$ cat src/rtl/mac_result_scoreboard.sv
// ============================================================================
// Module  : mac_result_scoreboard
// Brief   : Recomputes the biased pixel*weight dot product from the stream and
//           checks the DUT's result/cat bit; counts mismatches, protocol
//           errors and timeouts.
// Revision: 1.0 - initial release
// ============================================================================
`default_nettype none

module mac_result_scoreboard #(
    parameter int LANES    = 3,
    parameter int PIXEL_W  = 8,
    parameter int WEIGHT_W = 8,
    parameter int WORDS    = 4096,
    parameter int RESULT_W = 32,
    parameter int BIAS_W   = 16,
    parameter int TIMEOUT  = 1024,
    parameter int CNT_W    = 16
) (
    input  logic                      clk,
    input  logic                      rst,
    input  logic                      start,
    input  logic [BIAS_W-1:0]         bias,
    input  logic                      s_valid,
    output logic                      s_ready,
    input  logic [LANES*PIXEL_W-1:0]  s_pixels,
    input  logic [LANES*WEIGHT_W-1:0] s_weights,
    input  logic                      dut_valid,
    input  logic [RESULT_W-1:0]       dut_result,
    input  logic                      dut_cat,
    output logic                      busy,
    output logic                      exp_valid,
    output logic [RESULT_W-1:0]       exp_result,
    output logic                      exp_cat,
    output logic                      match,
    output logic                      mismatch,
    output logic                      proto_err,
    output logic                      timeout,
    output logic [CNT_W-1:0]          err_cnt,
    output logic [CNT_W-1:0]          frame_cnt
);

    localparam int PROD_W = PIXEL_W + WEIGHT_W + 1;
    localparam int BEAT_W = (WORDS > 1) ? $clog2(WORDS) : 1;
    localparam int TCNT_W = $clog2(TIMEOUT + 1);

    typedef enum logic [1:0] {
        S_IDLE     = 2'd0,
        S_ACCUM    = 2'd1,
        S_WAIT_DUT = 2'd2,
        S_REPORT   = 2'd3
    } state_t;

    state_t                      r_state;
    logic signed [RESULT_W-1:0]  r_acc;
    logic [BEAT_W-1:0]           r_beat;
    logic [TCNT_W-1:0]           r_tcnt;
    logic                        r_exp_pend;
    logic                        r_s_ready;
    logic                        r_exp_valid;
    logic [RESULT_W-1:0]         r_exp_result;
    logic                        r_exp_cat;
    logic                        r_match;
    logic                        r_mismatch;
    logic                        r_proto_err;
    logic                        r_timeout;
    logic [CNT_W-1:0]            r_err_cnt;
    logic [CNT_W-1:0]            r_frame_cnt;

    logic signed [PROD_W-1:0]    w_prod [LANES];
    logic signed [RESULT_W-1:0]  w_beat_sum;
    logic                        w_accept;
    logic                        w_acc_pos;
    logic                        w_cmp_ok;
    logic                        w_dut_hit;
    logic                        w_to_hit;
    logic                        w_proto;
    logic                        w_any_err;

    // Pixels are unsigned: a zero MSB makes them non-negative in the signed multiply.
    for (genvar gi = 0; gi < LANES; gi++) begin : g_lane
        logic signed [PIXEL_W:0]    w_pix;
        logic signed [WEIGHT_W-1:0] w_wgt;
        assign w_pix       = {1'b0, s_pixels[gi*PIXEL_W +: PIXEL_W]};
        assign w_wgt       = s_weights[gi*WEIGHT_W +: WEIGHT_W];
        assign w_prod[gi]  = PROD_W'(w_pix) * PROD_W'(w_wgt);
    end

    always_comb begin
        w_beat_sum = '0;
        for (int i = 0; i < LANES; i++) begin
            w_beat_sum = w_beat_sum + RESULT_W'(w_prod[i]);
        end
    end

    // While waiting on the DUT the accumulator already holds the final sum,
    // so the compare is taken against it directly on the dut_valid edge.
    always_comb begin
        w_accept  = s_valid && r_s_ready && (r_state == S_ACCUM);
        w_acc_pos = (r_acc > 0);
        w_cmp_ok  = (dut_result == r_acc) && (dut_cat == w_acc_pos);
        w_dut_hit = (r_state == S_WAIT_DUT) && dut_valid;
        w_to_hit  = (r_state == S_WAIT_DUT) && !dut_valid &&
                    (r_tcnt == TCNT_W'(TIMEOUT - 1));
        w_proto   = (dut_valid && ((r_state == S_IDLE) || (r_state == S_ACCUM))) ||
                    (start && (r_state != S_IDLE));
        w_any_err = w_proto || (w_dut_hit && !w_cmp_ok) || w_to_hit;
    end

    always_ff @(posedge clk) begin
        if (rst) begin
            r_state      <= S_IDLE;
            r_acc        <= '0;
            r_beat       <= '0;
            r_tcnt       <= '0;
            r_exp_pend   <= 1'b0;
            r_s_ready    <= 1'b0;
            r_exp_valid  <= 1'b0;
            r_exp_result <= '0;
            r_exp_cat    <= 1'b0;
            r_match      <= 1'b0;
            r_mismatch   <= 1'b0;
            r_proto_err  <= 1'b0;
            r_timeout    <= 1'b0;
            r_err_cnt    <= '0;
            r_frame_cnt  <= '0;
        end else begin
            r_match     <= w_dut_hit && w_cmp_ok;
            r_mismatch  <= w_dut_hit && !w_cmp_ok;
            r_proto_err <= w_proto;
            r_timeout   <= w_to_hit;
            if (w_any_err && (r_err_cnt != {CNT_W{1'b1}})) begin
                r_err_cnt <= r_err_cnt + 1'b1;
            end
            if (w_dut_hit) begin
                r_frame_cnt <= r_frame_cnt + 1'b1;
            end
            if (r_exp_pend) begin
                r_exp_result <= r_acc;
                r_exp_cat    <= w_acc_pos;
                r_exp_valid  <= 1'b1;
                r_exp_pend   <= 1'b0;
            end

            case (r_state)
                S_IDLE: begin
                    if (start) begin
                        r_acc       <= {{(RESULT_W-BIAS_W){bias[BIAS_W-1]}}, bias};
                        r_beat      <= '0;
                        r_exp_valid <= 1'b0;
                        r_s_ready   <= 1'b1;
                        r_state     <= S_ACCUM;
                    end
                end
                S_ACCUM: begin
                    if (w_accept) begin
                        r_acc  <= r_acc + w_beat_sum;
                        r_beat <= r_beat + 1'b1;
                        if (r_beat == BEAT_W'(WORDS - 1)) begin
                            r_s_ready  <= 1'b0;
                            r_tcnt     <= '0;
                            r_exp_pend <= 1'b1;
                            r_state    <= S_WAIT_DUT;
                        end
                    end
                end
                S_WAIT_DUT: begin
                    if (dut_valid) begin
                        r_state <= S_REPORT;
                    end else if (w_to_hit) begin
                        r_state <= S_IDLE;
                    end else begin
                        r_tcnt <= r_tcnt + 1'b1;
                    end
                end
                default: begin
                    r_state <= S_IDLE;
                end
            endcase
        end
    end

    assign s_ready    = r_s_ready;
    assign busy       = (r_state != S_IDLE);
    assign exp_valid  = r_exp_valid;
    assign exp_result = r_exp_result;
    assign exp_cat    = r_exp_cat;
    assign match      = r_match;
    assign mismatch   = r_mismatch;
    assign proto_err  = r_proto_err;
    assign timeout    = r_timeout;
    assign err_cnt    = r_err_cnt;
    assign frame_cnt  = r_frame_cnt;

endmodule

`default_nettype wire

$ cat config.mk
export PLATFORM = sky130hd
export DESIGN_NAME = mac_result_scoreboard
export DESIGN_NICKNAME = d
export VERILOG_FILES = /design/src/rtl/mac_result_scoreboard.sv
export SDC_FILE = /design/constraint.sdc
export NUM_CORES = 1
export LEC_CHECK = 0
export BUFFER_PORTS_ARGS = -buffer_cell sky130_fd_sc_hd__buf_2
export CORE_UTILIZATION = 61
export CTS_CLUSTER_SIZE = 12
export DETAILED_ROUTE_END_ITERATION = 6
export GPL_ROUTABILITY_DRIVEN = 1
export PLACE_DENSITY = 0.82
export SETUP_SLACK_MARGIN = 0.3
export SYNTH_ARGS = -nofsm -noshare
export SYNTH_HDL_FRONTEND = slang
export SYNTH_SLANG_ARGS = --single-unit
$ cat constraint.sdc
create_clock -name clk -period 9.2 [get_ports clk]
set_clock_uncertainty 0.15 [all_clocks]
set_input_delay 1.84 -clock clk [delete_from_list [all_inputs] [get_ports clk]]
set_output_delay 1.84 -clock clk [all_outputs]
set_load 0.02 [all_outputs]
# ---- Word-level counts from Yosys, hierarchy flattened
# Cells that the tools add are included.
# Widths: inputs -> output; s select.
dict set report word_totals {
  regBits 129
  input_bits 102
  output_inout_bits 72
  elab_cells 92
}
dict set report op_classes {
  addsub 7
  n_mul 3
  order_cmp 1
  eq_ne 13
  n_mux 25
  n_bitwise 2
  n_reduce_logical 26
}
# operator count
set op_table {}
lappend op_table {{$mux 32} 2}
lappend op_table {{$pmux 32 s2} 1}
lappend op_table {{$mul 9x8->17} 3}
lappend op_table {{$mux 11} 4}
lappend op_table {{$add 16x1->16 const B} 2}
lappend op_table {{$add 32x19->32} 1}
lappend op_table {{$eq 32x32->1} 1}
lappend op_table {{$gt 32x1->1 const B} 1}
lappend op_table {{$mux 12} 2}
lappend op_table {{$pmux 12 s2} 1}
lappend op_table {{$pmux 11 s2} 1}
lappend op_table {{$add 18x17->19} 1}
lappend op_table {{$add 17x17->18} 1}
lappend op_table {{$ne 16x16->1 const B} 1}
lappend op_table {{$add 12x1->12 const B} 1}
lappend op_table {{$eq 12x12->1 const B} 1}
lappend op_table {{$add 11x1->11 const B} 1}
lappend op_table {{$eq 11x10->1 const B} 1}
lappend op_table {{$logic_and 1x1->1} 11}
lappend op_table {{$mux 2} 5}
lappend op_table {{$ne 2x2->1 const B} 4}
lappend op_table {{$reduce_and 4->1} 2}
lappend op_table {{$mux 1} 7}
lappend op_table {{$pmux 2 s3} 1}
lappend op_table {{other kinds (14)} 21}

# ---- Logic depth before layout (Yosys ltp)
# Gate-level depths: netlist of run 1.
dict set report depth {
  word_depth 8
  ltp_mapped 26
  depth_no_buf 25
}

# ---- Worst setup path before layout of run 1
# OpenSTA, ideal clock, no wires.
dict set report synth_path {
  path_kind {input port to flip-flop}
  start {in s_weights[2]}
  end {reg r_acc[30]}
  setup_ns 0.062
  arrival_ns 7.826
  required_ns 8.988
  slack_ns 1.162
  path_stages 24
  n_path_buf 1
  path_cell_list {clkbuf_1 nand2_1 fa_1 inv_1 fa_1 inv_1 fa_1 inv_1 fa_1 inv_1 fa_1 fa_1 inv_1 fa_1 ha_1 o21ai_0 o21bai_1 o211ai_1 a2111oi_1 o21ai_0 a21oi_1 a31oi_1 or4b_1 nand3_1}
}
dict set report synth_between {
  elab_chain_cells 6
}
# element line
set synth_lines {}
lappend synth_lines {{start, declared} 27} ;# input logic [LANES*WEIGHT_W-1:0] s_weights,
lappend synth_lines {{$mul 9x8->17} 86} ;# assign w_prod[gi] = PROD_W'(w_pix) * PROD_W'(w_wgt);
lappend synth_lines {{$add 17x17->18} 92} ;# w_beat_sum = w_beat_sum + RESULT_W'(w_prod[i]);
lappend synth_lines {{$add 18x17->19} 92}
lappend synth_lines {{$add 32x19->32} 157} ;# r_acc <= r_acc + w_beat_sum;
lappend synth_lines {{$mux 32} 156} ;# if (w_accept) begin
lappend synth_lines {{$pmux 32 s2} 145} ;# case (r_state)
lappend synth_lines {{end signal, assigned} 148} ;# r_acc <= {{(RESULT_W-BIAS_W){bias[BIAS_W-1]}}, bias};
lappend synth_lines {{end signal, assigned} 157}
lappend synth_lines {{end, declared} 55} ;# logic signed [RESULT_W-1:0] r_acc;
# Every way passes these cells. The select of a mux whose other input is x is not followed.
# A chain may end at the register's enable or synchronous reset.

# ---- Worst setup path in the final report of run 1
dict set report layout_path {
  start {in s_weights[7]}
  end {reg r_acc[29]}
}
# Same word-level chain as after synthesis.

==> results.yml, run 1 <==
placed_design:
  port_buffers: 173
  dpl_worst_slack_ns: 0.491
  dp_hpwl_um: 28900
  place.gp.congestion: 0.896
clocking:
  clock_latency_ns: 0.43
  cts_resized: 0
  cts.path.max_buffers: 2
  cts_setup_buffers: 0
  cts_inserted_buffers: 17
  cts-root-buf: "clkbuf_16"
  cts_sinks: 129
  clkTransAtPathRegs_ns: 0.06
  cts_htree_levels: 4
  tritoncts: "done"
  cts_hold_buf: 0
power:
  peakVddDrop_v: 0.000606
  power.switching_mw: 3.46
  swShare_pct: 51.5
  intPower_mw: 3.27
  p_clk_share_pct: 9.5
  powerDensity_nw_per_um2: 416
  seqPwrFrac_pct: 10.0
  p_leak_nw: 7.94
  pwr-share-comb_pct: 80.6
logic_synthesis:
  ys_ff_latch: 129
  synth_edf_count: 0
  synthFlopType: "dfxtp_1"
  syn_nets: 2068
  syn_inst: 1616
  synth_warnings: 0
  synthArstFlopShare_pct: 0
  seq_area_frac_synth_pct: 17.9
  syn_area_um2: 14500
  synth_cell_type_count: 58
  avgSynthCellArea_um2: 8.95
critical_path:
  crit_type: "in -> reg"
  endpoint_kind: "flop"
  arrival_ns: 8.41
  crit_required_ns: 9.32
  cp-start-kind: "input port"
  critPathMaxFanout: 9
sta:
  min_period_ns: 8.29
  tns_ns: 0
  rsz0062_at_grt: "no"
  setup_viol: 0
  fmax_mhz: 121
  timing.hold.ws_ns: 0.333
  fin_ws_ns: 0.910
  hold_viol: 0
  max_slew.worst_pin.slew_ns: 1.11
  maxSlewViolCount: 0
  timing.final.crit_share_pct: 90.1
  slew_headroom_pct: 25.8
floorplanning:
  start_util_pct: 63.1
  die_x_um: 156
  core_area_um2: 22900
  dieHeight_um: 156
  design.die.area_um2: 24300
  pin_count: 174
  fp-row-count: 55
routing:
  drt_first_pass_iters: 5
  via_count: 11700
  drc_errors: 0
  drt_wl_total_um: 35200
  vias_per_cell: 5.55
  post_drt_wl_per_cell_um: 16.7
  drt-initial-drc-count: 805
  antenna_left: 0
hold_path:
  hold_class: "reg -> reg"
cells_and_area:
  nNetsFinal: 2230
  fin_util_pct: 70.6
  n_fill_cell: 1748
  drive_above_1_share_pct: 12.7
  area_delta_synth_final_pct: 11.9
global_routing:
  grt_use_total_pct: 30.7
  grt_pass1_vias: 12200
  overflow: 0
  grt_max_degree: 76
  antenna_found_initial: 4
  grt_pass1_wl_um: 58700
status:
  status: "finished, final reports clean"
job:
  drv_cap: 0
-- final timing paths --
kind                     start        end  slack, ns  depth (start not counted)
setup / recovery  s_weights[7]  r_acc[29]       0.91                         24
setup reg to reg      r_acc[8]  r_acc[29]       3.17                         20
hold reg to reg      r_beat[1]  r_beat[1]       0.33                          2
hold / removal       r_beat[1]  r_beat[1]       0.33                          2
-- power by group through the flow --
stage | Clock [mW] | Combinational, mW | Sequential, mW
6_report | 0.637 | 5.42 | 0.670
5_1_grt | 0.663 | 6.16 | 0.671
4_1_cts | 0.638 | 5.38 | 0.666
3_5_place_dp | 0 | 5.32 | 0.678
3_3_place_gp | 0 | 5.17 | 0.678
2_1_floorplan | 0 | 4.17 | 0.643
-- cell usage after synthesis, drive strengths merged, types with 3 or more instances --
library cell  instances  area share, %
dfxtp               129             18
ha                  154             13
xnor2                66            4.0
a211oi                7           0.36
a31oi                 3           0.13
o21ai                28            1.0
o21a                  3           0.16
and2                102            4.4
clkbuf               29           0.75
nor3                 14           0.48
xor2                 33            2.0
o21bai                5           0.26
nor2b                 7           0.30
nand2               141            3.7
a311oi                5           0.30
buf                   9           0.31
o211ai                5           0.26
or3                  12           0.52
o221ai                8           0.48
nor2                140            3.6
nand4                23            1.0
nand2b               12           0.52
a21o                 22            1.1
and3                 12           0.52
nor4                 14           0.80
a21oi                66            2.3
nand3                26           0.90
fa                  196             27
inv                 282            7.3
mux2i                36            2.5
-- per-stage QoR --
step	cells	power, mW	instance area (µm²)
2_1_floorplan	1616	4.81	14500
3_3_place_gp	2072	5.85	15600
3_5_place_dp	2072	6.00	15600
4_1_cts	2104	6.69	16200
5_1_grt	2106	7.49	16200
6_report	2107	6.73	16200
-- final cells by class --
type	instances	area, µm²	area share [%]
clock inverter	15	123	0.758
antenna	3	7.51	0.0464
inverter	283	1060	6.56
multi-input combinational	1166	10700	65.9
timing repair buffer	181	928	5.74
tap	313	392	2.42
sequential	129	2580	16.0
clock buffer	17	425	2.63
-- cells by family (layout without fill, tap and decap cells) --
kind of cell             after synthesis  in the layout  share of synthesized area (%)
AO/OA/AOI/OAI                        166            166                           7.29
XOR/XNOR                              99             99                           6.00
adder cells (fa/ha/maj)              350            350                           40.5
buffers and inverters                321            496                           8.41
flip-flops                           129            129                           17.9
multiplexers                          38             38                           2.65
other                                  0              3                              0
AND/OR/NAND/NOR                      513            513                           17.3
-- state kept, by name (all words and copies together) (netlist names), 2 cells and up --
name / cells
r_beat: 12
err_cnt: 16
exp_result: 32
r_acc: 32
frame_cnt: 16
r_tcnt: 11
r_state: 2
-- cells in the final DEF, fill, tap and decap left out, types with 3 or more instances in the layout --
master     instances
o221ai_1           8
nand2_1          141
diode_2            3
mux2i_1           36
a21oi_1           65
clkbuf_16         17
dfxtp_1          128
a21o_1            22
xnor2_1           66
clkinv_4           3
or3_1             12
a211oi_1           7
a31oi_1            3
xor2_1            33
o211ai_1           5
nand3_1           26
clkinv_2           3
and3_1            12
inv_1            281
nor2b_1            7
inv_6              5
nor3_1            14
buf_2            172
o21bai_1           5
fa_1             196
and2_1           102
nor2_1           140
ha_1             154
a311oi_1           5
nand2b_1          12
nor4_1            11
nand4_1           23
o21ai_0           27
buf_4              9
-- layer usage --
layer | vias up | wire [µm] | global-route usage, %
met5 | - | 10 | 0
met4 | 2 | 1010 | 11.5
met3 | 94 | 2120 | 4.47
met2 | 420 | 17500 | 52.9
met1 | 5708 | 14600 | 38.9
li1 | 5475 | - | -
-- critical path: stages --
cell       delay (ns)
buf_2            0.12
clkinv_1         0.32
nor2_1           0.25
fa_1             0.43
inv_1            0.08
fa_1             0.44
fa_1             0.52
fa_1             0.53
inv_1            0.05
fa_1             0.46
fa_1             0.55
inv_1            0.06
fa_1             0.54
inv_1            0.06
ha_1             0.35
o211ai_1         0.13
a21bo_2          0.23
a31oi_1          0.25
o2111ai_1        0.17
a21oi_1          0.22
o211ai_1         0.21
nor3_1           0.30
mux2i_1          0.22
a311oi_1         0.10
No activity file was read; power rests on OpenSTA's default activity.
==> run 2: changes to the inputs <==
- CORE_MARGIN: default -> 1
- GPL_ROUTABILITY_DRIVEN: 1 -> default
- GPL_TIMING_DRIVEN: default -> 0
==> results.yml, run 2 (synthesized netlist as in run 1, its figures left out) <==
critical_path:
  crit_required_ns: 9.32
  slowest_stage: "fa_1"
  worst_r2r_path_depth: 20
  worstReg2RegEnd: "r_acc[29]"
  r2r-start: "r_acc[8]"
  arrival_ns: 8.68
  crit_type: "in -> reg"
  cp_cell_sequence: "buf_2 -> clkinv_1 -> nor2_1 -> fa_1 -> inv_1 -> fa_1 -> fa_1 -> fa_1 -> inv_1 -> fa_1 -> fa_1 -> inv_1 -> fa_1 -> inv_1 -> ha_1 -> o211ai_1 -> a21bo_2 -> a31oi_1 -> o2111ai_1 -> a21oi_1 -> o211ai_1 -> nor3_1 -> mux2i_1 -> a311oi_1"
  endpoint_kind: "flop"
  rrSetupSlack_ns: 2.90
  path_common_cell: "fa_1"
  cp-startpoint: "s_weights[7]"
  cp-start-kind: "input port"
  critPathMaxFanout: 9
  endpoint: "r_acc[29]"
  max_stage_delay_ns: 0.56
routing:
  via_count: 12100
  vias_per_cell: 5.66
  antenna_left: 0
  drt_first_pass_iters: 5
  drt-initial-drc-count: 874
  drt_wl_total_um: 37400
  post_drt_wl_per_cell_um: 17.5
  drc_errors: 0
power:
  pwr-share-comb_pct: 79.6
  powerDensity_nw_per_um2: 424
  p_leak_nw: 7.98
  peakVddDrop_v: 0.000534
  swShare_pct: 50.9
  seqPwrFrac_pct: 9.7
  intPower_mw: 3.41
  power.switching_mw: 3.52
  p_clk_share_pct: 10.7
floorplanning:
  design.die.area_um2: 24300
  core_area_um2: 22900
  pin_count: 174
  fp-row-count: 55
  dieHeight_um: 156
  start_util_pct: 63.1
  die_x_um: 156
job:
  drv_cap: 0
global_routing:
  overflow: 0
  grt_use_met1_pct: 40.6
  top_usage_layer: "met2"
  use_met2_pct: 56.1
  gr-usage-met3_pct: 5.19
  antenna_found_initial: 1
  grt_use_total_pct: 32.4
  grt_pass1_wl_um: 61600
  grt_pass1_vias: 12500
  grt_max_degree: 17
placed_design:
  dp_hpwl_um: 31100
  place.gp.congestion: 0.977
  port_buffers: 168
cells_and_area:
  drive_above_1_share_pct: 12.0
  nNetsFinal: 2255
  area_delta_synth_final_pct: 13.1
  fin_util_pct: 71.3
  final_common_cell: "inv_1"
  final_cell_mix: "281 x inv_1, 196 x fa_1, 171 x buf_2"
sta:
  tns_ns: 0
  timing.final.crit_share_pct: 93.1
  max_slew.worst_pin.slew_ns: 0.885
  fmax_mhz: 117
  min_period_ns: 8.56
  setup_viol: 0
  rsz0062_at_grt: "no"
  hold_viol: 0
  slew_headroom_pct: 41.0
  maxSlewViolCount: 0
clocking:
  cts_inserted_buffers: 17
  cts_sinks: 129
  clock_latency_ns: 0.42
  cts_hold_buf: 0
  clkTransAtPathRegs_ns: 0.06
  tritoncts: "done"
  cts-root-buf: "clkbuf_16"
  cts.path.max_buffers: 2
  cts_htree_levels: 4
hold_path:
  hold_class: "reg -> reg"
status:
  status: "finished, final reports clean"
run 2: changes by cell type in the layout (fill, tap and decap cells not counted), sizes merged:
cell / previous run / this run
clkbuf: 17 / 46
inv: 289 / 288
diode: 3 / 2
clkinvlp: 2 / 1
buf: 181 / 177
clkinv: 7 / 5
bufinv: 0 / 4
run 2: worst max-delay path, delay by kind of cell:
family          cells  cell delay [ns]
fa+ha+maj           8             3.88
compound gates      7             1.47
buf+inv             6             0.67
simple gates        2             0.57
mux                 1             0.24
run 2: repair_timing:
action | in CTS | in global routing
gates resized for setup | 0 | 1
endpoints found under the setup margin | 0 | 1
buffers inserted | 0 | 0
run 2: power groups by stage:
| stage | registers (mW) | clock network (mW) | logic [mW] |
|---|---|---|---|
| 2_1_floorplan | 0.643 | 0 | 4.17 |
| 3_3_place_gp | 0.677 | 0 | 5.19 |
| 3_5_place_dp | 0.678 | 0 | 5.35 |
| 4_1_cts | 0.666 | 0.745 | 5.49 |
| 5_1_grt | 0.672 | 0.770 | 6.26 |
| 6_report | 0.671 | 0.745 | 5.51 |
run 2: through the flow:
step	hold slack (ns)	worst slack [ns]	power, mW	instances	cell area, µm²
6_report	0.340	0.638	6.93	2131	16300
3_3_place_gp	0.296	0.353	5.87	2097	15700
4_1_cts	0.339	0.610	6.90	2129	16300
2_1_floorplan	0.299	1.16	4.81	1616	14500
5_1_grt	0.354	0.318	7.71	2130	16300
3_5_place_dp	0.305	0.201	6.02	2097	15700
run 2: routing by layer:
metal  vias to the layer above  routed length (µm)
li1                       5526                   -
met1                      5940               15000
met2                       493               18500
met3                       108                2740
met4                         0                1170
met5                         -                   0
run 2: worst min path at each step:
stage                  startpoint            end  slack (ns)  cells past startpoint
detailed placement      exp_valid      exp_valid        0.31                      2
global placement        exp_valid      exp_valid        0.30                      2
global route        exp_result[0]  exp_result[0]        0.35                      2
floorplan               r_beat[1]      r_beat[1]        0.30                      2
CTS                     r_beat[5]      r_beat[5]        0.34                      2
finish                  r_beat[5]      r_beat[5]        0.34                      2
run 2: layout make-up:
type,count,area (µm²)
inverters,283,1060
plain buffers,38,154
clock inverters,15,219
diodes,2,5.00
clock buffers,17,425
fillers,1746,6570
repair buffers,168,841
well taps,313,392
multi-input cells,1166,10700
flip-flops and latches,129,2580
==> run 3: changes to the inputs <==
- CELL_PAD_IN_SITES_DETAIL_PLACEMENT: default -> 1
- CELL_PAD_IN_SITES_GLOBAL_PLACEMENT: default -> 2
- CORE_UTILIZATION: 61 -> 37
- PLACE_DENSITY: 0.82 -> 0.81
==> results.yml, run 3 (synthesized netlist as in run 1, its figures left out) <==
job:
  drv_cap: 0
sta:
  maxSlewViolCount: 0
  timing.hold.ws_ns: 0.340
  fin_ws_ns: 0.735
  fmax_mhz: 118
  rsz0062_at_grt: "no"
  max_slew.worst_pin.slew_ns: 0.887
  min_period_ns: 8.47
  hold_viol: 0
  tns_ns: 0
  timing.final.crit_share_pct: 92.0
  setup_viol: 0
  slew_headroom_pct: 40.9
power:
  seqPwrFrac_pct: 9.7
  total_power_mw: 6.97
  peakVddDrop_v: 0.000496
  powerDensity_nw_per_um2: 420
  p_clk_share_pct: 10.3
  pwr-share-comb_pct: 80.0
  p_leak_nw: 7.98
  swShare_pct: 52.0
  power.switching_mw: 3.62
  intPower_mw: 3.35
cells_and_area:
  final_cell_mix: "280 x inv_1, 196 x fa_1, 171 x buf_2"
  area_delta_synth_final_pct: 14.8
  n_fill_cell: 4682
  nNetsFinal: 2257
  final_common_cell: "inv_1"
  drive_above_1_share_pct: 12.4
routing:
  drt_first_pass_iters: 5
  drc_errors: 0
  drt-initial-drc-count: 486
  antenna_left: 0
  drt_wl_total_um: 43400
  vias_per_cell: 5.02
  via_count: 11700
  post_drt_wl_per_cell_um: 18.6
placed_design:
  dpl_worst_slack_ns: -0.00198
  place.gp.congestion: 0.836
  port_buffers: 168
  dp_hpwl_um: 37000
floorplanning:
  die_x_um: 200
  core_area_um2: 38600
  start_util_pct: 37.5
  pin_count: 174
  dieHeight_um: 200
  design.die.area_um2: 39900
  fp-row-count: 72
critical_path:
  cp-start-kind: "input port"
  path_common_cell: "fa_1"
  crit_family: "adder cells"
  critPathMaxFanout: 8
  rrSetupSlack_ns: 3.00
  max_stage_delay_ns: 0.55
  crit_buf_inv: 6
  slowest_stage: "fa_1"
  endpoint_kind: "flop"
  cp_cell_sequence: "clkbuf_1 -> nand2_1 -> fa_1 -> inv_1 -> fa_1 -> inv_1 -> fa_1 -> inv_1 -> fa_1 -> inv_1 -> fa_1 -> fa_1 -> inv_1 -> fa_1 -> ha_1 -> o21ai_0 -> o21bai_1 -> o211ai_1 -> a2111oi_2 -> o21ai_0 -> a21oi_1 -> a31oi_1 -> or4b_1 -> nand3_1"
  crit_required_ns: 9.41
  crit_type: "in -> reg"
  arrival_ns: 8.68
clocking:
  cts-root-buf: "clkbuf_16"
  cts_sinks: 129
  cts_hold_buf: 0
  cts_htree_levels: 4
  clkTransAtPathRegs_ns: 0.07
  clock_latency_ns: 0.43
  cts_inserted_buffers: 17
  tritoncts: "done"
  cts.path.max_buffers: 2
global_routing:
  grt_use_total_pct: 23.0
  grt_pass1_vias: 13000
  grt_max_degree: 17
  grt_pass1_wl_um: 70300
  antenna_found_initial: 3
  overflow: 0
status:
  status: "finished, final reports clean"
hold_path:
  hold_class: "reg -> reg"
## run 3: final timing paths
kind | start | endpoint | cells after the start
setup / recovery | s_pixels[4] | r_acc[30] | 24
hold reg to reg | r_beat[1] | r_beat[1] | 2
hold / removal | r_beat[1] | r_beat[1] | 2
setup reg to reg | r_acc[8] | r_acc[29] | 20
## run 3: per-layer routing
layer | vias to the layer above | routed length [µm] | GRT usage (%)
met5 | - | 0 | 0
met4 | 0 | 592 | 4.55
met1 | 5966 | 19600 | 29.9
met3 | 40 | 1470 | 2.63
li1 | 5517 | - | -
met2 | 210 | 21700 | 41.1
## run 3: power by group through the flow
| stage | sequential (mW) | combinational, mW | clock [mW] |
|---|---|---|---|
| floorplan | 0.643 | 4.17 | 0 |
| global placement | 0.687 | 5.44 | 0 |
| detailed placement | 0.687 | 5.54 | 0 |
| CTS | 0.675 | 5.64 | 0.727 |
| global route | 0.679 | 6.41 | 0.750 |
| finish | 0.676 | 5.57 | 0.717 |
## run 3: layout make-up
type / count / area [µm²] / area share, %
Inverter: 283 / 1070 / 6.44
Tap cell: 518 / 648 / 3.90
Timing Repair Buffer: 170 / 856 / 5.16
Clock buffer: 17 / 425 / 2.56
Clock inverter: 15 / 186 / 1.12
Sequential cell: 129 / 2580 / 15.6
Buffer: 38 / 158 / 0.950
Multi-Input combinational cell: 1166 / 10700 / 64.3
Antenna cell: 2 / 5.00 / 0.0301
## run 3: repair_timing
action / 4_1_cts / 5_1_grt
setup endpoints to repair: 0 / 5
gates resized for setup: 0 / 10
buffers inserted: 0 / 2
## run 3: through the flow
stage / util (%) / instance area [µm²] / std cells
floorplan: - / 14500 / 1616
global route: 43.0 / 16600 / 2337
finish: 43.1 / 16600 / 2338
global placement: 41.4 / 15900 / 2302
CTS: 42.9 / 16600 / 2334
detailed placement: 41.4 / 15900 / 2302
## run 3: worst min-delay path, stage by stage, from the launching register on
cell,delay (ns)
dfxtp_1,0.33
nand2_1,0.06
a21oi_1,0.05
